$ cat src/rtl/alu_op_sequencer.sv
// Command/response front end for the N-bit ALU; multiply runs as iterative shift-add through ALU add.
// Optional macro ALU_SEQ_ERR_EN adds rsp_err, flagging the reserved opcode 7.
module alu_op_sequencer #(
  parameter int N = 32
) (
  input  logic         clk,
  input  logic         rst,
  input  logic         cmd_valid,
  output logic         cmd_ready,
  input  logic [2:0]   cmd_op,
  input  logic [N-1:0] cmd_a,
  input  logic [N-1:0] cmd_b,
  output logic         rsp_valid,
  input  logic         rsp_ready,
  output logic [N-1:0] rsp_q,
  output logic         rsp_zero,
`ifdef ALU_SEQ_ERR_EN
  output logic         rsp_err,
`endif
  output logic         busy,
  output logic [2:0]   alu_sel,
  output logic [N-1:0] alu_op1,
  output logic [N-1:0] alu_op2,
  input  logic [N-1:0] alu_q
);

  localparam int CW = (N > 2) ? $clog2(N) : 1;

  typedef enum logic [1:0] {
    IDLE = 2'd0,
    EXEC = 2'd1,
    MUL  = 2'd2,
    RESP = 2'd3
  } state_t;

  state_t         state_r;
  logic [N-1:0]   acc_r;
  logic [N-1:0]   m_r;
  logic [N-1:0]   r_r;
  logic [CW-1:0]  cnt_r;
  logic [N-1:0]   acc_n_s;
  logic           mul_last_s;
`ifdef ALU_SEQ_ERR_EN
  logic           err_pend_r;
`endif

  assign cmd_ready = (state_r == IDLE) && !rst;
  assign busy      = (state_r != IDLE);

  // Next accumulator value and multiply termination for the current MUL step
  always_comb begin
    acc_n_s    = acc_r;
    mul_last_s = 1'b0;
    if (r_r[0]) begin
      acc_n_s = alu_q;
    end else begin
      acc_n_s = acc_r;
    end
    if (((r_r >> 1) == {N{1'b0}}) || (cnt_r == CW'(N - 1))) begin
      mul_last_s = 1'b1;
    end else begin
      mul_last_s = 1'b0;
    end
  end

  // Sequencer FSM with registered ALU drive and response outputs
  always_ff @(posedge clk) begin
    if (rst) begin
      state_r   <= IDLE;
      acc_r     <= {N{1'b0}};
      m_r       <= {N{1'b0}};
      r_r       <= {N{1'b0}};
      cnt_r     <= {CW{1'b0}};
      rsp_valid <= 1'b0;
      rsp_q     <= {N{1'b0}};
      rsp_zero  <= 1'b1;
      alu_sel   <= 3'd0;
      alu_op1   <= {N{1'b0}};
      alu_op2   <= {N{1'b0}};
`ifdef ALU_SEQ_ERR_EN
      err_pend_r <= 1'b0;
      rsp_err    <= 1'b0;
`endif
    end else begin
      case (state_r)
        IDLE: begin
          if (cmd_valid) begin
            if (cmd_op == 3'd2) begin
              // Multiply: first step adds m=a onto acc=0
              state_r <= MUL;
              acc_r   <= {N{1'b0}};
              m_r     <= cmd_a;
              r_r     <= cmd_b;
              cnt_r   <= {CW{1'b0}};
              alu_sel <= 3'd0;
              alu_op1 <= {N{1'b0}};
              alu_op2 <= cmd_a;
`ifdef ALU_SEQ_ERR_EN
              err_pend_r <= 1'b0;
`endif
            end else begin
              state_r <= EXEC;
              alu_sel <= (cmd_op == 3'd7) ? 3'd0 : cmd_op;
              alu_op1 <= cmd_a;
              alu_op2 <= cmd_b;
`ifdef ALU_SEQ_ERR_EN
              err_pend_r <= (cmd_op == 3'd7);
`endif
            end
          end
        end
        EXEC: begin
          state_r   <= RESP;
          rsp_valid <= 1'b1;
          rsp_q     <= alu_q;
          rsp_zero  <= (alu_q == {N{1'b0}});
          alu_sel   <= 3'd0;
          alu_op1   <= {N{1'b0}};
          alu_op2   <= {N{1'b0}};
`ifdef ALU_SEQ_ERR_EN
          rsp_err   <= err_pend_r;
`endif
        end
        MUL: begin
          acc_r <= acc_n_s;
          m_r   <= m_r << 1;
          r_r   <= r_r >> 1;
          cnt_r <= cnt_r + CW'(1);
          if (mul_last_s) begin
            state_r   <= RESP;
            rsp_valid <= 1'b1;
            rsp_q     <= acc_n_s;
            rsp_zero  <= (acc_n_s == {N{1'b0}});
            alu_sel   <= 3'd0;
            alu_op1   <= {N{1'b0}};
            alu_op2   <= {N{1'b0}};
`ifdef ALU_SEQ_ERR_EN
            rsp_err   <= 1'b0;
`endif
          end else begin
            alu_sel <= 3'd0;
            alu_op1 <= acc_n_s;
            alu_op2 <= m_r << 1;
          end
        end
        RESP: begin
          if (rsp_ready) begin
            state_r   <= IDLE;
            rsp_valid <= 1'b0;
          end
        end
        default: begin
          state_r   <= IDLE;
          rsp_valid <= 1'b0;
          alu_sel   <= 3'd0;
          alu_op1   <= {N{1'b0}};
          alu_op2   <= {N{1'b0}};
        end
      endcase
    end
  end

endmodule

$ cat config.mk
export PLATFORM = sky130hd
export DESIGN_NAME = alu_op_sequencer
export DESIGN_NICKNAME = d
export VERILOG_FILES = /design/src/rtl/alu_op_sequencer.sv
export SDC_FILE = /design/constraint.sdc
export NUM_CORES = 1
export LEC_CHECK = 0
export ABC_AREA = 1
export ABC_CLOCK_PERIOD_IN_PS = 2800
export CORE_ASPECT_RATIO = 0.5
export CORE_UTILIZATION = 35
export CTS_BUF_LIST = sky130_fd_sc_hd__clkbuf_16
export DETAILED_ROUTE_END_ITERATION = 10
export GPL_ROUTABILITY_DRIVEN = 0
export MAX_ROUTING_LAYER = met4
export SYNTH_ARGS = -nofsm -noshare
export SYNTH_HDL_FRONTEND = slang
export SYNTH_SLANG_ARGS = --single-unit
$ cat constraint.sdc
create_clock -name clk -period 2.8 [get_ports clk]
set_input_delay 0.28 -clock clk [delete_from_list [all_inputs] [get_ports clk]]
set_output_delay 0.28 -clock clk [all_outputs]
set_load 0.005 [all_outputs]
# Word-level counts from Yosys, hierarchy flattened
# Cells that the tools add are included.
dict set report word_totals {
  reg_bits 203
  latchBits 0
  ram_bits 0
  mem_bits_ro 0
  inputBits 103
  word_cells 80
  n_memories 0
}
dict set report classes {
  add_sub_neg 1
  multipliers 0
  n_div 0
  n_lt_le_gt_ge 0
  n_eq_ne 10
  shifts 0
  n_mux 38
  n_bitwise 0
  reduce_logical 20
}
# cell count
set ops {}
lappend ops {{$mux 32} 12}
lappend ops {{$pmux 32 s2} 3}
lappend ops {{$pmux 32 s3} 2}
lappend ops {{$logic_not 32->1} 3}
lappend ops {{$mux 31} 2}
lappend ops {{$pmux 31 s2} 1}
lappend ops {{$mux 5} 2}
lappend ops {{$pmux 5 s2} 1}
lappend ops {{$mux 3} 3}
lappend ops {{$reduce_and 3->1} 3}
lappend ops {{$mux 2} 4}
lappend ops {{$pmux 2 s4} 1}
lappend ops {{$reduce_bool 2->1} 4}
lappend ops {{$ne 2x2->1 const B} 3}
lappend ops {{$pmux 3 s2} 1}
lappend ops {{$reduce_and 2->1} 3}
lappend ops {{$reduce_bool 3->1} 2}
lappend ops {{$add 5x1->5 const B} 1}
lappend ops {{$eq 5x5->1 const B} 1}
lappend ops {{$eq 2x2->1 const B} 2}
lappend ops {{$mux 1} 4}
lappend ops {{$eq 3x2->1 const B} 1}
lappend ops {{$eq 3x3->1 const B} 1}
lappend ops {{$pmux 1 s3} 1}
lappend ops {{8 further kinds} 8}

# Longest topological paths before layout
# Gate-level depths: netlist of run 1.
dict set report logic_depth {
  ltp_word 5
  depth_mapped 13
}

# Worst setup path before layout of run 1
# OpenSTA, ideal clock, no wires.
dict set report synth_timing {
  kind {flip-flop to flip-flop}
  from {register state_r[0]}
  to {register alu_op1[26]}
  arrival_time_ps 1474
  required_time_ps 2668
  setup_slack_ps 1194
  path_stages_with_launch 10
  path_buffers 1
  synth_period_minus_slack_ps 1606
  path_cell_list {dfxtp_1 > inv_1 > ha_1 > inv_2 > or2_1 > nand2_2 > nor2_2 > buf_2 > a32oi_1 > a21oi_1}
}
dict set report synth_via {
  elab_chain_len 3
  elab_cells_between_ends 7
}
# item line
set synth_rtl {}
lappend synth_rtl {{start, declared} 36} ;# state_t state_r;
lappend synth_rtl {{start signal, assigned} 69} ;# state_r <= IDLE;
lappend synth_rtl {{start signal, assigned} 90} ;# state_r <= MUL;
lappend synth_rtl {{start signal, assigned} 102} ;# state_r <= EXEC;
lappend synth_rtl {{$eq 2x2->1 (tied with other cells)} 85} ;# case (state_r)
lappend synth_rtl {{$reduce_bool 3->1 (no source line) / $ne 2x2->1 (equally long branches)} -}
lappend synth_rtl {{$reduce_and 2->1 (no source line)} -}
lappend synth_rtl {{end signal, assigned} 78} ;# alu_op1 <= {N{1'b0}};
lappend synth_rtl {{end signal, assigned} 96} ;# alu_op1 <= {N{1'b0}};
lappend synth_rtl {{end signal, assigned} 104} ;# alu_op1 <= cmd_a;
lappend synth_rtl {{end, declared} 22} ;# output logic [N-1:0] alu_op1,
# Several ways; a longest one is shown, not always the timed one.
# A chain may end at the register's enable or synchronous reset.

# Final worst setup path of run 1
dict set report layout_timing {
  from {register state_r[1]}
  to {register alu_op2[9]}
}
dict set report layout_via {
  elab_chain_len 3
  elab_cells_between_ends 7
}
# item line
set layout_rtl {}
lappend layout_rtl {{$eq 2x2->1 (tied with other cells)} 85}
lappend layout_rtl {{$reduce_bool 3->1 (no source line) / $ne 2x2->1 (equally long branches)} -}
lappend layout_rtl {{$reduce_and 2->1 (no source line)} -}
lappend layout_rtl {{end signal, assigned} 79} ;# alu_op2 <= {N{1'b0}};
lappend layout_rtl {{end signal, assigned} 97} ;# alu_op2 <= cmd_a;
lappend layout_rtl {{end signal, assigned} 105} ;# alu_op2 <= cmd_b;
lappend layout_rtl {{end, declared} 23} ;# output logic [N-1:0] alu_op2,
# Several ways; a longest one is shown, not always the timed one.

==> flow_summary.yaml, run 1 <==
cts:
  cts_tree: "built"
  clockBufferDepth: 3
  post_cts_buffers: 0
  cts_buffers: 21
  ctsHtreeMaxLevel: 1
  postCtsHoldBufs: 0
  cts.clk_slew.worst_paths_ns: 0.06
  cts_resized: 0
  cts.sinks: 203
  clock_latency_ns: 0.51
  clockRootBuffer: "clkbuf_16"
route:
  viasPerCell: 5.42
  wirelength_mm: 36.0
  drc_errors: 0
  drt_first_pass_iters: 6
  vias: 10700
  drt_iter0_markers: 982
  drtAntennaViolNets: 0
  wl_per_cell_um: 18.2
logic_synthesis:
  synth_nets: 1567
  synthCells: 1458
  syn_area_um2: 10100
  ys_seq_elements: 203
  yosys.cell_types.count: 36
  synth_edf_count: 0
  syn_avg_cell_area_um2: 6.94
  synth_adder_area_share_pct: 0.742
  yosys_warnings: 0
  ys_seq_area_share_pct: 40.2
  synth_mux_area_share_pct: 0.334
  synth-simple-area-share_pct: 26.2
  synth-compound-area-share_pct: 22.0
  ys.flop_type: "dfxtp_1"
  synthArstFlopShare_pct: 0
  synth_top_family_by_area: "simple AND/OR/NAND/NOR gates"
  yosys.area_share.xor_xnor_pct: 0.173
finish:
  postLayoutCellArea_um2: 12800
  drive_gt1_share_pct: 5.08
  synthToLayoutAreaGrowth_pct: 26.9
  seqCellArea_um2: 4070
  nets: 1690
  mostFrequentLayoutCell: "nand2_1"
  multi_input_area_um2: 5000
  final_cell_mix: "266 x nand2_1, 204 x clkdlybuf4s50_1, 202 x dfxtp_1"
  fillerInstances: 2758
outcome:
  outcome: "finished clean"
setup_path:
  cp_slowest_cell: "buf_4"
  worst-path-stages: 9
  r2r_setup_slack_ns: 0.13
  crit_type: "flip-flop to flip-flop"
  crit_arrival_ns: 3.06
  r2r_cells: 9
  slowest_delay_ns: 0.60
  worst-path-buf-inv: 4
  startpoint_type: "flip-flop"
  required_ns: 3.19
  end_kind: "flip-flop"
  critPathTopFamily: "buffers and inverters"
  critPathMaxFanout: 65
  r2r-start: "state_r[1]"
  crit_chain: "inv_1 > ha_1 > inv_2 > or2_1 > nand2_2 > buf_4 > inv_2 > o21ai_1 > a21oi_1"
  path_common_cell: "inv_2"
  r2r_end: "alu_op2[9]"
floorplanning:
  die_w_um: 242
  core_area_um2: 28000
  dieArea_um2: 29600
  fp.dieH_um: 122
  rows: 43
  start_util_pct: 36.1
  top_level_ports: 206
sta:
  worst_slew_pin_slew_ns: 1.42
  finalClockSkew_ns: 0.00790
  rsz0062_at_grt: "no"
  setup_slack_ns: 0.132
  fin_tns_setup_ns: 0
  fmax_mhz: 375
  finalSetupViolCount: 0
  maxSlewViolCount: 0
  fin_crit_ns: 2.67
  fin_crit_sh_pct: 95.3
  finalHoldViolations: 0
  max_slew_margin_pct: 5.33
place:
  io_buffers: 205
  place_area_um2: 12200
  place_hpwl_mm: 24.6
  post-place-ws_ns: 0.170
worst_hold_path:
  hold_path.class: "primary input to flip-flop"
  holdPathStages: 2
  hold_path_end: "alu_op1[25]"
  min_from: "rst"
grt:
  grt_pass1_vias: 9828
  grt_max_degree: 135
  grt_antenna_before_repair: 1
  grt_first_pass_wirelength_mm: 55.0
  grt_usage_pct: 24.0
  grt_remaining_overflow: 0
run:
  maxCapViolations: 0
power_and_ir_drop:
  p_leak_nw: 4.84
  power.density_nw_per_um2: 1100
  total_power_mw: 14.1
  peakVddDrop_v: 0.000661
[metrics by stage]
stage / utilization (%) / instances / hold slack [ns]
after floorplan: - / 1458 / 0.424
after global placement: 43.5 / 1940 / 0.435
after detailed placement: 43.5 / 1940 / 0.438
after CTS: 45.8 / 1976 / 0.178
after global routing: 45.8 / 1977 / 0.207
final: 45.8 / 1977 / 0.202
[worst max-delay path by stage]
stage | start | slack (ns) | endpoint
after floorplan | state_r[0] | 1.19 | alu_op1[26]
after global placement | cmd_valid | 0.24 | alu_op2[31]
after detailed placement | state_r[1] | 0.17 | alu_op2[31]
after CTS | state_r[1] | 0.16 | alu_op2[31]
after global routing | state_r[0] | 0.004 | alu_op2[31]
final | state_r[1] | 0.13 | alu_op2[9]
[synth_stat cells, types with 32 or more instances]
cell      count  area, um^2
inv_1        82         308
clkbuf_1     49         184
o21ai_1      42         210
dfxtp_1     203        4060
nand3_1     130         651
nand2_1     266         998
a21oi_1     175         876
a32oi_1      32         280
a31oi_1      39         244
nand4_1      43         269
o21ai_0     114         571
nor2_1      156         586
buf_2        41         205
[logic make-up after synthesis]
logic type,count (synthesis)
flip-flops,203
multiplexers,3
adder cells (fa/ha/maj),6
buffers and inverters,222
AND/OR/NAND/NOR,616
AO/OA/AOI/OAI,406
XOR/XNOR,2
[report_power, final]
| group | internal (mW) | total (mW) | switching, mW |
|---|---|---|---|
| Clock | 1.54 | 2.74 | 1.20 |
| Combinational | 2.57 | 6.89 | 4.32 |
| Sequential | 3.87 | 4.46 | 0.596 |
[cell type report]
| cell class | instances | share of cell area, % |
|---|---|---|
| clock inverters | 15 | 0.878 |
| diodes | 1 | 0.0195 |
| flip-flops and latches | 203 | 31.7 |
| inverters | 96 | 2.88 |
| multi-input cells | 1033 | 39.0 |
| repair buffers | 226 | 17.8 |
| clock buffers | 21 | 4.10 |
| well taps | 382 | 3.72 |
[metal layers]
metal	routed length (um)	GRT usage [%]	share of wire, %
met3	2550	5.02	7.1
met4	802	6.17	2.2
met2	16200	36.5	45
met1	16500	32.4	46
met5	0	-	0
[sequential cells by signal (all words and copies together) (netlist names)]
name,count
alu_sel,3
rsp_valid,1
state_r,2
acc_r,32
alu_op1,32
alu_op2,32
r_r,32
rsp_q,32
cnt_r,5
m_r,31
rsp_zero,1
(Power assumes the default switching activity.)
==> run 2, diff against run 1 <==
- CORE_MARGIN: default -> 3
==> flow_summary.yaml, run 2 (same netlist as run 1, synthesis figures left out) <==
place:
  place_area_um2: 12200
  post-place-ws_ns: 0.517
  dpl.cell_count: 1940
  io_buffers: 205
  place_hpwl_mm: 24.8
grt:
  grt_first_pass_wirelength_mm: 55.8
  grt_max_degree: 135
  grt_remaining_overflow: 0
  grt_usage_pct: 22.9
  grt_pass1_vias: 9724
  grt_antenna_before_repair: 2
sta:
  finalSetupViolCount: 0
  maxSlewViolCount: 0
  setup_slack_ns: 0.540
  rsz0062_at_grt: "no"
  holdWs_ns: 0.0485
  fin_crit_sh_pct: 80.7
  finalHoldViolations: 0
  worst_slew_pin_slew_ns: 0.741
  fmax_mhz: 443
  fin_crit_ns: 2.26
  max_slew_margin_pct: 50.6
  fin_tns_setup_ns: 0
  finalClockSkew_ns: 0.0189
setup_path:
  crit_path_end: "alu_op2[21]"
  critPathMaxFanout: 31
  crit_arrival_ns: 2.65
  r2r_cells: 8
  r2r-start: "state_r[0]"
  startpoint_type: "flip-flop"
  required_ns: 3.19
  crit_type: "flip-flop to flip-flop"
  r2r_setup_slack_ns: 0.54
  worstSetupStartpoint: "state_r[0]"
  end_kind: "flip-flop"
  r2r_end: "alu_op2[21]"
finish:
  nets: 1689
  postLayoutCellArea_um2: 12800
  mostFrequentLayoutCell: "nand2_1"
  fin_cells: 1977
  utilization_pct: 45.5
  fillerInstances: 2908
  final_cell_mix: "266 x nand2_1, 204 x clkdlybuf4s50_1, 202 x dfxtp_1"
  seqCellArea_um2: 4070
  multi_input_area_um2: 5000
  drive_gt1_share_pct: 4.83
  synthToLayoutAreaGrowth_pct: 26.3
cts:
  postCtsHoldBufs: 0
  clockBufferDepth: 3
  cts.clk_slew.worst_paths_ns: 0.07
  clock_latency_ns: 0.51
  post_cts_buffers: 0
  cts_buffers: 20
  cts.sinks: 203
  ctsHtreeMaxLevel: 1
  cts_resized: 0
  clockRootBuffer: "clkbuf_16"
  cts_tree: "built"
power_and_ir_drop:
  p_leak_nw: 4.83
  peakVddDrop_v: 0.000620
  power.density_nw_per_um2: 1080
  total_power_mw: 13.8
route:
  drtAntennaViolNets: 0
  vias: 10600
  wirelength_mm: 36.0
  drc_errors: 0
  wl_per_cell_um: 18.2
  drt_first_pass_iters: 6
  viasPerCell: 5.36
  drt_iter0_markers: 974
floorplanning:
  start_util_pct: 36.0
  dieArea_um2: 31100
  core_area_um2: 28100
  rows: 43
  fp.dieH_um: 126
  top_level_ports: 206
  die_w_um: 246
run:
  maxCapViolations: 0
worst_hold_path:
  hold_path.class: "primary input to flip-flop"
  min_from: "rst"
outcome:
  outcome: "finished clean"
-- run 2: worst min-delay path by stage --
stage               end  slack, ns  cells past startpoint
2_1_floorplan  acc_r[1]       0.42                      2
3_3_place_gp   acc_r[9]       0.43                      2
3_5_place_dp   acc_r[1]       0.44                      2
4_1_cts        acc_r[0]       0.03                      2
5_1_grt        acc_r[0]       0.06                      2
6_report       acc_r[0]       0.05                      2
-- run 2: per-layer routing --
metal | vias up | routed length (um) | global-route usage [%]
met5 | - | 0 | -
met4 | 0 | 669 | 4.96
met3 | 45 | 2690 | 4.60
met2 | 375 | 16400 | 34.9
met1 | 4986 | 16200 | 31.5
li1 | 5196 | - | -
-- run 2: final cells by class --
type	instances	area share, %
Sequential cell	203	31.8
Clock inverter	14	0.421
Inverter	96	2.89
Clock buffer	21	4.11
Antenna cell	2	0.0392
Multi-Input combinational cell	1033	39.1
Timing Repair Buffer	226	17.8
Tap cell	382	3.74
-- run 2: report_power, final --
| group | internal (mW) | total, mW | switching (mW) | leakage (nW) |
|---|---|---|---|---|
| combinational | 2.59 | 6.90 | 4.31 | 2.84 |
| sequential | 3.87 | 4.44 | 0.573 | 1.67 |
| clock | 1.35 | 2.51 | 1.16 | 0.324 |
-- run 2: critical path: stages, from the launching register on --
cell and delay [ns]:
dfxtp_1 0.32, inv_1 0.13, ha_1 0.27, inv_2 0.08
or2_1 0.24, nand2_2 0.36, inv_2 0.39, o21ai_1 0.26
a21oi_1 0.07
